$ cat config.mk
export PLATFORM = sky130hd
export DESIGN_NAME = sys_ctrl_sched
export DESIGN_NICKNAME = d
export VERILOG_FILES = /design/src/rtl/sys_ctrl_pkg.sv /design/src/rtl/tx_byte_pusher.sv /design/src/rtl/sys_ctrl_sched.sv
export SDC_FILE = /design/constraint.sdc
export NUM_CORES = 1
export LEC_CHECK = 0
export CORE_ASPECT_RATIO = 1.25
export CORE_UTILIZATION = 49
export CTS_CLUSTER_DIAMETER = 120
export DETAILED_ROUTE_END_ITERATION = 6
export GPL_ROUTABILITY_DRIVEN = 0
export GPL_TIMING_DRIVEN = 0
export PLACE_DENSITY_LB_ADDON = 0.15
export SLEW_MARGIN = 20
export SYNTH_ARGS = -nofsm -noshare
export SYNTH_HDL_FRONTEND = slang
export SYNTH_SLANG_ARGS = --single-unit
$ cat constraint.sdc
create_clock -name CLK -period 1.53 [get_ports CLK]
set_input_delay 0.306 -clock CLK [delete_from_list [all_inputs] [get_ports CLK]]
set_output_delay 0.306 -clock CLK [all_outputs]
set_load 0.005 [all_outputs]
$ cat src/rtl/sys_ctrl_pkg.sv
// Shared definitions for the reference-domain command scheduler:
// frame command codes, the fixed ALU operand registers and the FSM states.
package sys_ctrl_pkg;

  localparam logic [7:0] CMD_RF_WR   = 8'hAA;
  localparam logic [7:0] CMD_RF_RD   = 8'hBB;
  localparam logic [7:0] CMD_ALU_OP  = 8'hCC;
  localparam logic [7:0] CMD_ALU_NOP = 8'hDD;

  localparam int OPA_ADDR = 0;
  localparam int OPB_ADDR = 1;

  typedef enum logic [3:0] {
    ST_IDLE,
    ST_WR_ADDR,
    ST_WR_DATA,
    ST_RD_ADDR,
    ST_RD_WAIT,
    ST_TX_RD,
    ST_OP_A,
    ST_OP_B,
    ST_ALU_FN,
    ST_ALU_WAIT,
    ST_TX_LO,
    ST_TX_HI
  } state_t;

endpackage

$ cat src/rtl/tx_byte_pusher.sv
// Registered TX FIFO push: a requested byte is pushed only when the FIFO
// is not full; otherwise the request (and its byte) is simply held upstream.
module tx_byte_pusher #(
  parameter int DATA_WIDTH = 8
) (
  input  logic                  CLK,
  input  logic                  RST,
  input  logic                  i_req,
  input  logic [DATA_WIDTH-1:0] i_byte,
  input  logic                  i_full,
  output logic                  o_fire,
  output logic [DATA_WIDTH-1:0] o_wr_data,
  output logic                  o_wr_inc
);

  assign o_fire = i_req & ~i_full;

  always_ff @(posedge CLK or negedge RST) begin
    if (!RST) begin
      o_wr_data <= '0;
      o_wr_inc  <= 1'b0;
    end else begin
      o_wr_inc <= o_fire;
      if (o_fire) o_wr_data <= i_byte;
    end
  end

endmodule

$ cat src/rtl/sys_ctrl_sched.sv
// Command scheduler: decodes framed RX commands, sequences RF/ALU access and
// streams response bytes to the TX FIFO. Every output is a flop.
module sys_ctrl_sched
  import sys_ctrl_pkg::*;
#(
  parameter int DATA_WIDTH   = 8,
  parameter int ADDR_WIDTH   = 4,
  parameter int ALU_FN_WIDTH = 4
) (
  input  logic                    CLK,
  input  logic                    RST,
  input  logic [DATA_WIDTH-1:0]   rx_data,
  input  logic                    rx_valid,
  output logic [ADDR_WIDTH-1:0]   rf_addr,
  output logic [DATA_WIDTH-1:0]   rf_wr_data,
  output logic                    rf_wr_en,
  output logic                    rf_rd_en,
  input  logic [DATA_WIDTH-1:0]   rf_rd_data,
  input  logic                    rf_rd_valid,
  output logic [ALU_FN_WIDTH-1:0] alu_fn,
  output logic                    alu_en,
  input  logic [2*DATA_WIDTH-1:0] alu_out,
  input  logic                    alu_out_valid,
  output logic                    clk_gate_en,
  output logic [DATA_WIDTH-1:0]   fifo_wr_data,
  output logic                    fifo_wr_inc,
  input  logic                    fifo_full
);

  state_t                  r_state, w_next;
  logic [ADDR_WIDTH-1:0]   r_addr;
  logic [DATA_WIDTH-1:0]   r_rd_byte;
  logic [2*DATA_WIDTH-1:0] r_alu_res;

  logic [ADDR_WIDTH-1:0]   w_rf_addr;
  logic [DATA_WIDTH-1:0]   w_rf_wr_data;
  logic                    w_rf_wr_en, w_rf_rd_en;
  logic [ALU_FN_WIDTH-1:0] w_alu_fn;
  logic                    w_alu_en, w_clk_gate;
  logic                    w_tx_req, w_fire;
  logic [DATA_WIDTH-1:0]   w_tx_byte;

  always_ff @(posedge CLK or negedge RST) begin
    if (!RST) r_state <= ST_IDLE;
    else      r_state <= w_next;
  end

  always_comb begin
    w_next = r_state;
    case (r_state)
      ST_IDLE: if (rx_valid) begin
        case (rx_data)
          CMD_RF_WR:   w_next = ST_WR_ADDR;
          CMD_RF_RD:   w_next = ST_RD_ADDR;
          CMD_ALU_OP:  w_next = ST_OP_A;
          CMD_ALU_NOP: w_next = ST_ALU_FN;
          default:     w_next = ST_IDLE;
        endcase
      end
      ST_WR_ADDR:  if (rx_valid)      w_next = ST_WR_DATA;
      ST_WR_DATA:  if (rx_valid)      w_next = ST_IDLE;
      ST_RD_ADDR:  if (rx_valid)      w_next = ST_RD_WAIT;
      ST_RD_WAIT:  if (rf_rd_valid)   w_next = ST_TX_RD;
      ST_TX_RD:    if (w_fire)        w_next = ST_IDLE;
      ST_OP_A:     if (rx_valid)      w_next = ST_OP_B;
      ST_OP_B:     if (rx_valid)      w_next = ST_ALU_FN;
      ST_ALU_FN:   if (rx_valid)      w_next = ST_ALU_WAIT;
      ST_ALU_WAIT: if (alu_out_valid) w_next = ST_TX_LO;
      ST_TX_LO:    if (w_fire)        w_next = ST_TX_HI;
      ST_TX_HI:    if (w_fire)        w_next = ST_IDLE;
      default:                        w_next = ST_IDLE;
    endcase
  end

  // Next values of the registered outputs; data buses hold, strobes default low.
  always_comb begin
    w_rf_addr    = rf_addr;
    w_rf_wr_data = rf_wr_data;
    w_rf_wr_en   = 1'b0;
    w_rf_rd_en   = 1'b0;
    w_alu_fn     = alu_fn;
    w_alu_en     = 1'b0;
    w_clk_gate   = (w_next == ST_ALU_FN) || (w_next == ST_ALU_WAIT);
    if (rx_valid) begin
      case (r_state)
        ST_WR_DATA: begin
          w_rf_addr    = r_addr;
          w_rf_wr_data = rx_data;
          w_rf_wr_en   = 1'b1;
        end
        ST_RD_ADDR: begin
          w_rf_addr  = rx_data[ADDR_WIDTH-1:0];
          w_rf_rd_en = 1'b1;
        end
        ST_OP_A: begin
          w_rf_addr    = ADDR_WIDTH'(OPA_ADDR);
          w_rf_wr_data = rx_data;
          w_rf_wr_en   = 1'b1;
        end
        ST_OP_B: begin
          w_rf_addr    = ADDR_WIDTH'(OPB_ADDR);
          w_rf_wr_data = rx_data;
          w_rf_wr_en   = 1'b1;
        end
        ST_ALU_FN: begin
          w_alu_fn = rx_data[ALU_FN_WIDTH-1:0];
          w_alu_en = 1'b1;
        end
        default: ;
      endcase
    end
  end

  always_ff @(posedge CLK or negedge RST) begin
    if (!RST) begin
      rf_addr     <= '0;
      rf_wr_data  <= '0;
      rf_wr_en    <= 1'b0;
      rf_rd_en    <= 1'b0;
      alu_fn      <= '0;
      alu_en      <= 1'b0;
      clk_gate_en <= 1'b0;
      r_addr      <= '0;
      r_rd_byte   <= '0;
      r_alu_res   <= '0;
    end else begin
      rf_addr     <= w_rf_addr;
      rf_wr_data  <= w_rf_wr_data;
      rf_wr_en    <= w_rf_wr_en;
      rf_rd_en    <= w_rf_rd_en;
      alu_fn      <= w_alu_fn;
      alu_en      <= w_alu_en;
      clk_gate_en <= w_clk_gate;
      if (r_state == ST_WR_ADDR && rx_valid)     r_addr    <= rx_data[ADDR_WIDTH-1:0];
      if (r_state == ST_RD_WAIT && rf_rd_valid)  r_rd_byte <= rf_rd_data;
      if (r_state == ST_ALU_WAIT && alu_out_valid) r_alu_res <= alu_out;
    end
  end

  assign w_tx_req = (r_state == ST_TX_RD) || (r_state == ST_TX_LO) || (r_state == ST_TX_HI);

  always_comb begin
    case (r_state)
      ST_TX_RD: w_tx_byte = r_rd_byte;
      ST_TX_LO: w_tx_byte = r_alu_res[DATA_WIDTH-1:0];
      default:  w_tx_byte = r_alu_res[2*DATA_WIDTH-1:DATA_WIDTH];
    endcase
  end

  tx_byte_pusher #(.DATA_WIDTH(DATA_WIDTH)) u_pusher (
    .CLK       (CLK),
    .RST       (RST),
    .i_req     (w_tx_req),
    .i_byte    (w_tx_byte),
    .i_full    (fifo_full),
    .o_fire    (w_fire),
    .o_wr_data (fifo_wr_data),
    .o_wr_inc  (fifo_wr_inc)
  );

endmodule
# Word level (Yosys, flattened, before mapping)

Cells that the tools add are included.

Bits in registers: 61
Input port bits: 38
Word-level logic and storage cells: 66
Output and inout bits: 29

Multiplexer cells: 21
Eq/ne operators: 17
Bitwise logic cells: 2
Reduce and logical (&&, ||, !) cells: 13

Operators by type and width:

| kind                 | count |
|---|---|
| $mux W4              | 11 |
| $pmux W4 S11         | 1 |
| $eq A8 B8 Y1 const B | 4 |
| $pmux W4 S4          | 2 |
| $eq A4 B4 Y1 const B | 6 |
| $eq A4 B3 Y1 const B | 4 |
| $pmux W8 S2          | 1 |
| $eq A4 B2 Y1 const B | 2 |
| $mux W1              | 6 |
| $reduce_and A2 Y1    | 3 |
| $eq A4 B1 Y1 const B | 1 |
| $logic_not A4 Y1     | 1 |
| $reduce_bool A4 Y1   | 1 |
| $logic_and A1 B1 Y1  | 3 |
| $logic_or A1 B1 Y1   | 3 |
| $reduce_or A3 Y1     | 1 |
| $reduce_or A2 Y1     | 1 |
| $and A1 B1 Y1        | 1 |
| $not A1 Y1           | 1 |

# Logic depth before layout (Yosys ltp)

Gate-level depths: netlist of run 1.

Word-level depth: 8
Depth in mapped cells: 7
Mapped depth without buffers: 4

# By module

A second synthesis of run 1 with hierarchy kept.

Cells, all modules: 233
Area total of the unflattened synthesis: 2824.0 µm²

By module, submodules not included:

| module         | cells each | area each (µm²) | times used | sequential area each (µm²) |
|---|---|---|---|---|
| sys_ctrl_sched | 214        | 2444.8          | 1          | 1301.2 |
| tx_byte_pusher | 19         | 379.1           | 1          | 225.2 |

# Least setup slack after synthesis of run 1

No wires, ideal clock.

Kind: reg2reg
From: register r_state[3]
To: register rf_wr_data[0]
Cell stages (with the launch flop): 6
Path buffers: 1
Setup time: 125 ps
Data required time: 1405 ps
Clock period less this slack: 1413 ps
Arrival: 1288 ps
Path slack: 117 ps
Path through: dfrtp_1 -> buf_6 -> nor2b_1 -> nand2_2 -> nor2_8 -> mux2_2

Word-level cells in the longest chain between the ends: 3
Elaborated cells on any way between the ends: 5
Classes of those cells: eq/ne: 3; reduce/logical: 2

RTL lines:

| element                                      | RTL line              | RTL |
|---|---|---|
| start, declared                              | sys_ctrl_sched.sv:30  | `state_t r_state, w_next;` |
| start signal, assigned                       | sys_ctrl_sched.sv:45  | `else r_state <= w_next;` |
| $eq A4 B3 Y1 or $eq A4 B2 Y1 (tied branches) | sys_ctrl_sched.sv:85  | `case (r_state)` |
| $reduce_or A3 Y1 (no source line) *          | -                     |  |
| $reduce_and A2 Y1 (no source line) *         | -                     |  |
| end signal, assigned                         | sys_ctrl_sched.sv:128 | `rf_wr_data <= w_rf_wr_data;` |
| end, declared                                | sys_ctrl_sched.sv:15  | `output logic [DATA_WIDTH-1:0] rf_wr_data,` |

Every way passes the cells marked *; elsewhere a longest branch is shown, timed or not.
A chain may end at the register's enable or synchronous reset.

# Final worst setup path of run 1

From: register r_state[0]
To: register u_pusher.o_wr_data[5]

Word-level cells in the longest chain between the ends: 4
Elaborated cells on any way between the ends: 7
Classes of those cells: eq/ne: 3; mux: 1; bitwise: 1; reduce/logical: 2

RTL lines:

| element                                      | RTL line                                     | RTL |
|---|---|---|
| $eq A4 B3 Y1 or $eq A4 B4 Y1 (tied branches) | sys_ctrl_sched.sv:140, sys_ctrl_sched.sv:143 |  |
| $logic_or A1 B1 Y1 (2 in series)             | sys_ctrl_sched.sv:140                        | `assign w_tx_req = (r_state == ST_TX_RD) \|\| (r_state == ST_TX_LO) \|\| (r_state == ST_TX_HI);` |
| $and A1 B1 Y1                                | tx_byte_pusher.sv:16                         | `assign o_fire = i_req & ~i_full;` |
| end signal, assigned                         | tx_byte_pusher.sv:24                         | `if (o_fire) o_wr_data <= i_byte;` |
| end, declared                                | tx_byte_pusher.sv:12                         | `output logic [DATA_WIDTH-1:0] o_wr_data,` |

Parallel ways exist; a longest one is shown, timed or not.

==> results of run 1 <==
## power by group
part,switching (W),leakage (nW),internal [W]
registers,0.000288,0.805,0.00220
logic,0.000922,0.955,0.00137
clock network,0.000624,0.0919,0.000735
## logic make-up after synthesis
kind of cell	count (synthesis)	share of synthesized area, %
multiplexers	44	17.6
flip-flops	61	54.3
buffers and inverters	15	3.56
AND/OR/NAND/NOR	50	12.5
AO/OA/AOI/OAI	50	12.0
## layout by cell type (no fill, tap or decap), types with 4 or more instances in the layout
cell	netlist	final
nand2_1	15	15
buf_4	2	18
dlymetal6s2s_1	0	6
dfrtp_1	61	60
o21ai_1	7	9
o21ai_0	10	8
a21oi_1	10	9
nor2_1	4	4
clkdlybuf4s50_1	0	59
a22oi_1	4	4
buf_6	4	4
mux2_2	42	42
clkbuf_8	0	9
a22o_1	8	8
## worst max-delay path, delay by kind of cell (launching register included)
kind            cells  cell delay (ns)
buf+inv             3             0.45
compound gates      3             0.41
flops               1             0.36
simple gates        1             0.17
## repair_timing
action,4_1_cts,5_1_grt
endpoints found under the setup margin,18,43
hold buffers,1,0
pin swaps,1,6
setup buffers,2,11
resized for setup,4,28
hold endpoints to repair,26,0
gates cloned,1,1
## through the flow
step | instances | worst slack, ns | util (%) | TNS, ns | hold slack (ns)
after floorplan | 220 | 0.117 | - | 0 | 0.0104
after global placement | 350 | -1.79 | 64.8 | -114.49 | 0.459
after detailed placement | 351 | -0.356 | 65.1 | -5.84 | 0.243
after CTS | 370 | 0.00331 | 69.3 | 0 | 0.427
after global routing | 382 | -0.0539 | 72.6 | -0.514 | 0.463
final | 382 | 0.0334 | 72.6 | 0 | 0.429
## sequential cells by signal, summed over array words and instances, names as in the netlist, 4 cells and up
register,cells
r_alu_res,16
r_rd_byte,8
rf_wr_data,8
u_pusher.o_wr_data,8
alu_fn,4
r_addr,4
r_state,4
rf_addr,4
## final cells by class
class	instances	area share (%)
clock buffer	10	3.21
clock inverter	5	1.32
inverter	3	0.283
buffer	12	2.70
timing repair buffer	82	20.6
tap	64	2.01
multi-input combinational	145	31.5
sequential	61	38.4
## worst min-delay path by stage
stage | endpoint | cells after the start | from | slack, ns
after floorplan | alu_en | 0 | RST | 0.01
after global placement | u_pusher.o_wr_data[7] | 2 | u_pusher.o_wr_data[7] | 0.46
after detailed placement | r_alu_res[15] | 1 | RST | 0.24
after CTS | r_state[3] | 2 | RST | 0.43
after global routing | rf_addr[3] | 2 | RST | 0.46
final | r_alu_res[15] | 2 | RST | 0.43
## per-layer routing
layer,vias up,part of all wire (%)
met5,-,0
met4,0,1.9
met3,10,5.4
met2,64,52
met1,1029,41
li1,994,-
==> results.md, run 1 <==
* Fmax at 668 MHz
* Status: completed
* CTS tree: yes
* First-pass GRT wire length at 9620 um
* Final instance area at 0.00398 mm^2
* YS warnings at 0
* Worst Tran Pin Value at 0.360 ns
* CP arrival at 1.72 ns
* Multi-input logic area at 0.00125 mm^2
* TritonRoute pass-1 iters at 4
* Critical Path RT at 1.75 ns
* Critical-path cell list: buf_4, nor4bb_4, buf_6, buf_4, a22o_1, a21oi_1, o21ai_1
* CP Launch Type: flop
* Synth top cells by count: 61 x dfrtp_1, 42 x mux2_2, 15 x nand2_1
* DRT Wirelength at 6070 um
* WS Path Type: flop to flop
* Layout area overhead at 41.7%
* Layout Skew at 0.00641 ns
* RSZ-0062 raised after global routing: true
* Chip height at 86.7 um
* Root Buffer: clkbuf_8
* CP max FO at 10
* Top post-synthesis cells by area: dfrtp_1 54%, mux2_2 17%, a22o_1 2.5%
* R2R Setup Slk at 0.03 ns
* Storage cell area at 0.00153 mm^2
* Reg-to-reg endpoint: u_pusher.o_wr_data[5]
* Post-route antenna net violation count at 0
* Post-synth EDFFs at 0
* Fillers at 434
* Antenna violations before repair at 0
* Crit share post-route at 97.8%
* DR vias at 2097
* Synth cell types at 47
* Mapped Cells at 220
* GR Util met2 at 36.1%
* Average wire per standard cell at 15.9 um
* Fin crit period at 1.50 ns
* Vias per cell at 5.49
* Full die area at 0.00604 mm^2
* Worst r2r src: r_state[0]
* Maxcap violations at 0
* P_leak at 1.85 nW
* Initial Utilization at 51.3%
* Post-DP Area at 0.00357 mm^2
* CTS Sinks at 61
* Dpl hpwl at 4120 um
* Grt met3 use at 5.58%
* Nets at 352
* Peak VDD IR at 0.964 mV
* Core Region at 0.00548 mm^2
* Vias in the first global route at 2013
* R2r worst-path depth at 7
* Crit-path most repeated cell: buf_4
* Hold Crit Class: input pin to asynchronous set/reset pin
* Latest clock arrival within the worst-skew pair at 0.33 ns
* Total nets after synthesis at 258
* Slowest stage cell, crit path: dfrtp_1
* DR iter-0 viols at 95
* Cell with the most instances after synthesis: dfrtp_1
* Most used routing layer: met2
* Total CTS buffers at 9
* Critical path startpoint: r_state[0]
* Ant diodes at 0
* Synthesized area at 0.00281 mm^2
* Final hold violations at 0
* Avg Cell Area, Syn at 12.8 um^2
* Synth Flop Type: dfrtp_1
* Tot Pwr at 0.00614 W
* Congestion Overflow GR at 0
* Yosys top cell area share at 54.3%
* Power density over the cells at 1540 mW/mm^2
* Chip width at 69.7 um
* Slew margin rel. at 76.0%
* Setup crit end kind: flop
* Maximum clock path buffer count at 2
* IO Pins at 67
* Total track usage at 20.8%
* Largest net degree at the start of global routing at 36
* CP Capture Point: u_pusher.o_wr_data[5]
* Total number of H-tree levels at 3
* Register area share after synthesis at 54.3%
* Layout cell share with drive strength beyond 1 at 33.6%
* Number of remaining DRC errors at 0
* CP max stage delay at 0.36 ns
* Endpoints failing setup at 0
* CTS clk-pin slew, worst paths at 0.07 ns
* # rows at 30
* Yosys top cell by area: dfrtp_1
* M1 GR Usage at 24.7%
* IO Port Bufs at 66
* Pins Over Slew Limit at 0
* #FFs+latches synth at 61
* Ys async rst share at 100%
No activity file was read; power rests on OpenSTA's default activity.
==> run 2: changes to the inputs <==
--- a/config.mk
+++ b/config.mk
@@ -5,8 +5,9 @@
 export SDC_FILE = /design/constraint.sdc
 export NUM_CORES = 1
 export LEC_CHECK = 0
+export ABC_AREA = 1
 export CORE_ASPECT_RATIO = 1.25
-export CORE_UTILIZATION = 49
+export CORE_UTILIZATION = 35
 export CTS_CLUSTER_DIAMETER = 120
 export DETAILED_ROUTE_END_ITERATION = 6
 export GPL_ROUTABILITY_DRIVEN = 0
@@ -15,4 +16,5 @@
 export SLEW_MARGIN = 20
 export SYNTH_ARGS = -nofsm -noshare
 export SYNTH_HDL_FRONTEND = slang
+export SYNTH_HIERARCHICAL = 1
 export SYNTH_SLANG_ARGS = --single-unit
==> run 2 against run 1 <==
Net effect: the run now ends with negative setup slack left; first-iteration DRC count decreased by 35%; combinational power down 7%; clock power increased by 15%; sequential cell count unchanged; largest power group unchanged; final cell count rose by 35%.
==> results.md, run 2 <==
* Setup crit end kind: flop (unchanged)
* Critical Path RT at 1.79 ns (was 1.75 ns)
* Violated checks: negative setup slack
* Critical path's top delay family: simple AND/OR/NAND/NOR gates (was buffers and inverters)
* Total CTS buffers at 9 (unchanged)
* Crit share post-route at 102% (was 97.8%)
* Root Buffer: clkbuf_8 (unchanged)
* First-pass GRT wire length at 12500 um (was 9620 um)
* Post-Place Worst Slack at -0.506 ns (was -0.356 ns)
* Chip height at 103 um (was 86.7 um)
* Synth Flop Type: dfrtp_1 (unchanged)
* CP Launch Type: flop (unchanged)
* IO Pins at 67 (unchanged)
* Full die area at 0.00858 mm^2 (was 0.00604 mm^2)
* Antenna violations before repair at 0 (unchanged)
* Latest clock arrival within the worst-skew pair at 0.34 ns (was 0.33 ns)
* YS warnings at 6 (was 0)
* Largest net degree at the start of global routing at 46 (was 36)
* Worst hold slack at 0.372 ns (was 0.429 ns)
* Critical-path cell list: buf_4, nor2_4, nand2_2, nand2_4, nand2_8, inv_6, inv_2, nand2_4, nand2_2, nand2_1, nand2_2, nor3_2 (was buf_4, nor4bb_4, buf_6, buf_4, a22o_1, a21oi_1, o21ai_1)
* DR vias at 2507 (was 2097)
* Register area share after synthesis at 53.1% (was 54.3%)
* Final instance area at 0.00426 mm^2 (was 0.00398 mm^2)
* Number of remaining DRC errors at 0 (unchanged)
* DR iter-0 viols at 62 (was 95)
* Commonest cells after routing, fill and taps aside: 87 x nand2_1, 58 x dfrtp_1, 43 x clkdlybuf4s50_1 (was 60 x dfrtp_1, 59 x clkdlybuf4s50_1, 42 x mux2_2)
* Ys async rst share at 100% (unchanged)
* Initial Utilization at 36.5% (was 51.3%)
* Dpl hpwl at 5230 um (was 4120 um)
* CTS clk-pin slew, worst paths at 0.07 ns (about the same)
* Synthesized area at 0.00287 mm^2 (was 0.00281 mm^2)
* Yosys top cell by area: dfrtp_1 (unchanged)
* Post-DP Area at 0.00371 mm^2 (was 0.00357 mm^2)
* Synth cell types at 28 (was 47)
* Synth top cells by count: 97 x nand2_1, 61 x dfrtp_1, 40 x nand3_1 (was 61 x dfrtp_1, 42 x mux2_2, 15 x nand2_1)
* DRT Wirelength at 7780 um (was 6070 um)
* Total track usage at 19.2% (was 20.8%)
* CP max FO at 4 (was 10)
* Maxcap violations at 0 (unchanged)
* CTS tree: yes (unchanged)
* #FFs+latches synth at 61 (unchanged)
* Power density over the cells at 1450 mW/mm^2 (was 1540 mW/mm^2)
* Cell with the most instances after synthesis: nand2_1 (was dfrtp_1)
* Hold Crit Class: input pin to asynchronous set/reset pin (unchanged)
* Layout Skew at 0.00921 ns (was 0.00641 ns)
* Top post-synthesis cells by area: dfrtp_1 53%, nand2_1 13%, nand3_1 7.0% (was dfrtp_1 54%, mux2_2 17%, a22o_1 2.5%)
* Congestion Overflow GR at 0 (unchanged)
* Max reg flops at 16 (unchanged)
* WS Path Type: flop to flop (unchanged)
* Fillers at 744 (was 434)
* Fmax at 640 MHz (was 668 MHz)
* Final hold violations at 0 (unchanged)
* Chip width at 83.1 um (was 69.7 um)
* Crit-path most repeated cell: nand2_2 (was buf_4)
* Yosys top cell area share at 53.1% (was 54.3%)
* Status: finished with violations (was completed)
* Layout cell share with drive strength beyond 1 at 27.4% (was 33.6%)
* Average wire per standard cell at 15.1 um (was 15.9 um)
* Endpoints failing setup at 7 (was 0)
* Ant diodes at 0 (unchanged)
* TritonRoute pass-1 iters at 4 (unchanged)
* Layout area overhead at 48.2% (was 41.7%)
* WP buf/inv at 3 (unchanged)
* Fin crit period at 1.56 ns (was 1.50 ns)
* Slew margin rel. at 79.0% (was 76.0%)
* CTS Sinks at 61 (unchanged)
* Pins Over Slew Limit at 0 (unchanged)
* Largest Register: r_alu_res (unchanged)
* Vias per cell at 4.87 (was 5.49)
* Slowest stage cell, crit path: dfrtp_2 (was dfrtp_1)
* Post-route antenna net violation count at 0 (unchanged)
* # rows at 36 (was 30)
* CP max stage delay at 0.43 ns (was 0.36 ns)
* CP arrival at 1.82 ns (was 1.72 ns)
* Peak VDD IR at 0.667 mV (was 0.964 mV)
* Commonest non-fill, non-tap cell in the layout: nand2_1 (was dfrtp_1)
* Total number of H-tree levels at 3 (unchanged)
* Post-synth EDFFs at 0 (unchanged)
* RSZ-0062 raised after global routing: true (unchanged)
* P_leak at 2.35 nW (was 1.85 nW)
* Post-route worst setup slack at -0.0319 ns (was 0.0334 ns)
* Total nets after synthesis at 349 (was 258)
* Worst Tran Pin Value at 0.315 ns (was 0.360 ns)
* Avg Cell Area, Syn at 9.24 um^2 (was 12.8 um^2)
* Mapped Cells at 311 (was 220)
* Vias in the first global route at 2463 (was 2013)
* Core Region at 0.00788 mm^2 (was 0.00548 mm^2)
* Nets at 453 (was 352)
* IO Port Bufs at 65 (was 66)
* Maximum clock path buffer count at 2 (unchanged)
==> run 2: path summary, 6_finish.rpt <==
path,endpoint,slack [ns],depth (start not counted),startpoint
max,clk_gate_en,-0.03,12,r_state[2]
min,u_pusher/o_wr_data[4],0.37,2,RST
min in group CLK,rf_wr_en,0.45,3,rx_valid
max in group asynchronous,r_state[0],0.64,3,RST
min reg2reg,u_pusher/o_wr_data[6],0.47,2,u_pusher/o_wr_data[6]
max reg2reg,clk_gate_en,-0.03,12,r_state[2]
==> run 2: metrics by stage <==
stage	power, W	util [%]	TNS [ns]	std cells
floorplan	0.00349	-	-0.613	311
global placement	0.00433	46.7	-119.93	471
detailed placement	0.00439	47.0	-4.96	472
CTS	0.00613	51.9	-0.587	504
global route	0.00656	54.0	-0.965	515
finish	0.00616	54.0	-0.141	515
==> run 2: cell families after synthesis <==
logic type	count (synthesis)	share of synthesized area, %
AOI/OAI and AO/OA	23	4.79
buffers and inverters	32	5.22
DFF	61	53.1
muxes	24	10.7
and+or+nand+nor	171	26.2
==> run 2: timing repair <==
action / 4_1_cts / 5_1_grt
buffers inserted: 15 / 13
resized for setup: 22 / 32
endpoints found under the hold margin: 16 / 0
cloned: 0 / 0
pin swaps: 4 / 7
endpoints found under the setup margin: 32 / 54
hold buffers: 1 / 0
==> run 2: layout make-up <==
type / count / area, um^2 / share of cell area, %
repair buffers: 94 / 918 / 21.6
multi-input cells: 218 / 1300 / 30.5
clock buffers: 10 / 128 / 3.00
flip-flops and latches: 61 / 1530 / 35.9
clock inverters: 6 / 87.6 / 2.06
inverters: 24 / 103 / 2.41
well taps: 95 / 119 / 2.79
plain buffers: 7 / 76.3 / 1.79
==> run 2: per-layer routing <==
| metal | part of all wire, % | track usage, % |
|---|---|---|
| met1 | 41 | 21.5 |
| met2 | 52 | 34.2 |
| met3 | 5.1 | 4.84 |
| met4 | 2.4 | 9.95 |
| met5 | 0 | 0 |
==> run 2: power breakdown <==
part           internal [W]  total [W]  leakage (nW)  switching, W
logic               0.00114    0.00213          1.44      0.000991
clock network      0.000914    0.00157        0.0985      0.000656
registers           0.00214    0.00245         0.810      0.000310
==> run 3: changes to the inputs <==
--- a/config.mk
+++ b/config.mk
@@ -9,10 +9,12 @@
 export CORE_ASPECT_RATIO = 1.25
 export CORE_UTILIZATION = 35
 export CTS_CLUSTER_DIAMETER = 120
+export CTS_CLUSTER_SIZE = 28
 export DETAILED_ROUTE_END_ITERATION = 6
 export GPL_ROUTABILITY_DRIVEN = 0
 export GPL_TIMING_DRIVEN = 0
 export PLACE_DENSITY_LB_ADDON = 0.15
+export RECOVER_POWER = 25
 export SLEW_MARGIN = 20
 export SYNTH_ARGS = -nofsm -noshare
 export SYNTH_HDL_FRONTEND = slang
==> run 3 against run 2 <==
Net effect: the run still ends with negative setup slack left; sequential share of layout area grew 0.17 points; fmax shrank 0.32%; power shrank 0.10%; final cell count is the same; critical path depth shrank 4; setup slack lost 0.0050 ns; register-to-register slack is essentially flat; design area shrank 0.47%; non-clock buffer count is the same; combinational power is essentially flat; first-iteration DRC count shrank 15%; clock-buffer cell count is the same; critical path type unchanged; largest power group unchanged; highest routed layer unchanged.
==> results.md, run 3 (synthesized netlist as in run 2, its figures left out) <==
* DRT Wirelength at 7810 um (was 7780 um)
* Largest Register: r_alu_res (unchanged)
* Full die area at 0.00858 mm^2 (unchanged)
* CP Launch Type: flop (unchanged)
* IO Pins at 67 (unchanged)
* RSZ-0062 raised after global routing: true (unchanged)
* Violated checks: negative setup slack (unchanged)
* CTS Sinks at 61 (unchanged)
* Worst Tran Pin Value at 0.625 ns (was 0.315 ns)
* Ant diodes at 0 (unchanged)
* Setup TNS at -0.184 ns (was -0.141 ns)
* DR vias at 2517 (was 2507)
* Commonest cells after routing, fill and taps aside: 87 x nand2_1, 58 x dfrtp_1, 43 x clkdlybuf4s50_1 (unchanged)
* Hold Crit Class: input pin to asynchronous set/reset pin (unchanged)
* CP arrival at 1.79 ns (was 1.82 ns)
* Fin crit period at 1.57 ns (was 1.56 ns)
* Endpoints failing setup at 9 (was 7)
* Tot Pwr at 0.00615 W (was 0.00616 W)
* Setup crit end kind: flop (unchanged)
* CTS tree: yes (unchanged)
* Layout Skew at 0.00991 ns (was 0.00921 ns)
* DR iter-0 viols at 53 (was 62)
* M1 wire length at 3170 um (was 3180 um)
* Total track usage at 19.2% (unchanged)
* Total CTS buffers at 9 (unchanged)
* Chip height at 103 um (unchanged)
* Routed wire length on met2 at 4040 um (was 4010 um)
* TritonRoute pass-1 iters at 5 (was 4)
* First-pass GRT wire length at 12500 um (unchanged)
* Congestion Overflow GR at 0 (unchanged)
* Worst hold slack at 0.359 ns (was 0.372 ns)
* Status: finished with violations (unchanged)
* Uppermost layer routed: met4 (unchanged)
* Pins Over Slew Limit at 0 (unchanged)
* Largest net degree at the start of global routing at 46 (unchanged)
* Final Non-Filler Cells at 515 (unchanged)
* Final hold violations at 0 (unchanged)
* Dpl hpwl at 5230 um (unchanged)
* Number of remaining DRC errors at 0 (unchanged)
* Layout area overhead at 47.5% (was 48.2%)
* Maxcap violations at 0 (unchanged)
* Met3 wire len at 401 um (was 399 um)
* Nets at 453 (unchanged)
* Dpl cells at 472 (unchanged)
* Layout cell share with drive strength beyond 1 at 27.4% (unchanged)
* Root Buffer: clkbuf_8 (unchanged)
* Critical Path RT at 1.76 ns (was 1.79 ns)
* Crit share post-route at 102% (about the same)
* Core Region at 0.00788 mm^2 (unchanged)
* Post-route worst setup slack at -0.0369 ns (was -0.0319 ns)
* # rows at 36 (unchanged)
* CP max FO at 10 (was 4)
* P_leak at 2.34 nW (was 2.35 nW)
* Peak VDD IR at 0.666 mV (was 0.667 mV)
* Slew margin rel. at 58.3% (was 79.0%)
* Chip width at 83.1 um (unchanged)
* Latest clock arrival within the worst-skew pair at 0.34 ns (about the same)
* Post-route antenna net violation count at 0 (unchanged)
* Maximum clock path buffer count at 2 (unchanged)
* CTS clk-pin slew, worst paths at 0.07 ns (about the same)
* Average wire per standard cell at 15.2 um (was 15.1 um)
* Power density over the cells at 1450 mW/mm^2 (about the same)
* WS Path Type: flop to flop (unchanged)
* Max reg flops at 16 (unchanged)
* IO Port Bufs at 65 (unchanged)
* Vias in the first global route at 2463 (unchanged)
* Total number of H-tree levels at 3 (unchanged)
* Fmax at 638 MHz (was 640 MHz)
* Vias per cell at 4.89 (was 4.87)
* Antenna violations before repair at 0 (unchanged)
* Commonest non-fill, non-tap cell in the layout: nand2_1 (unchanged)
* Initial Utilization at 36.5% (unchanged)
==> run 3: critical path, stage by stage, from the launching register on <==
cell and delay (ns):
dfrtp_2 0.43, buf_4 0.17, nor2_2 0.19, nand3_1 0.13, nand2_1 0.13, nand2_4 0.11, buf_6 0.17, nand2_1 0.06
o21ai_1 0.06
==> run 3: worst paths after layout <==
| kind | cells past startpoint | startpoint | slack (ns) | to |
|---|---|---|---|---|
| worst max-delay path | 8 | r_state[2] | -0.04 | rf_wr_data[5] |
| worst min-delay path | 2 | RST | 0.36 | u_pusher/o_wr_data[4] |
| worst max register to register | 8 | r_state[2] | -0.04 | rf_wr_data[5] |
| worst min register to register | 2 | u_pusher/o_wr_data[6] | 0.47 | u_pusher/o_wr_data[6] |
| max in group asynchronous | 3 | RST | 0.21 | r_state[0] |
| min in group CLK | 3 | rx_valid | 0.45 | rf_wr_en |
==> run 3: area by class of cell <==
cell class	count	area, um^2
Fill cell	746	3640
Sequential cell	61	1530
Multi-Input combinational cell	218	1300
Timing Repair Buffer	94	898
Clock buffer	10	128
Tap cell	95	119
Inverter	24	103
Clock inverter	6	87.6
Buffer	7	76.3
==> run 3: through the flow <==
step,setup WS [ns],instance area (um^2),util [%]
6_report,-0.0369,4240,53.8
5_1_grt,-0.122,4240,53.8
4_1_cts,-0.120,4090,51.9
3_5_place_dp,-0.506,3710,47.0
3_3_place_gp,-1.90,3680,46.7
2_1_floorplan,-0.162,2910,-
==> run 3: report_power, final <==
part           total (W)  switching [W]  internal (W)
logic            0.00213       0.000994       0.00113
registers        0.00245       0.000310       0.00214
clock network    0.00157       0.000653      0.000914
total            0.00615        0.00196       0.00419
==> run 3: per-layer routing <==
layer  global-route usage, %  vias up
met5                       0        -
met4                    9.95        0
met3                    4.84       16
met2                    34.2       82
met1                    21.5     1196
li1                        -     1223
==> run 3: timing repair <==
| item | 4_1_cts | 5_1_grt |
|---|---|---|
| hold buffers | 1 | 0 |
| setup buffers | 15 | 13 |
| setup endpoints to repair | 32 | 54 |
| resized for setup | 22 | 32 |
| endpoints found under the hold margin | 16 | 0 |
| pin swaps | 4 | 7 |
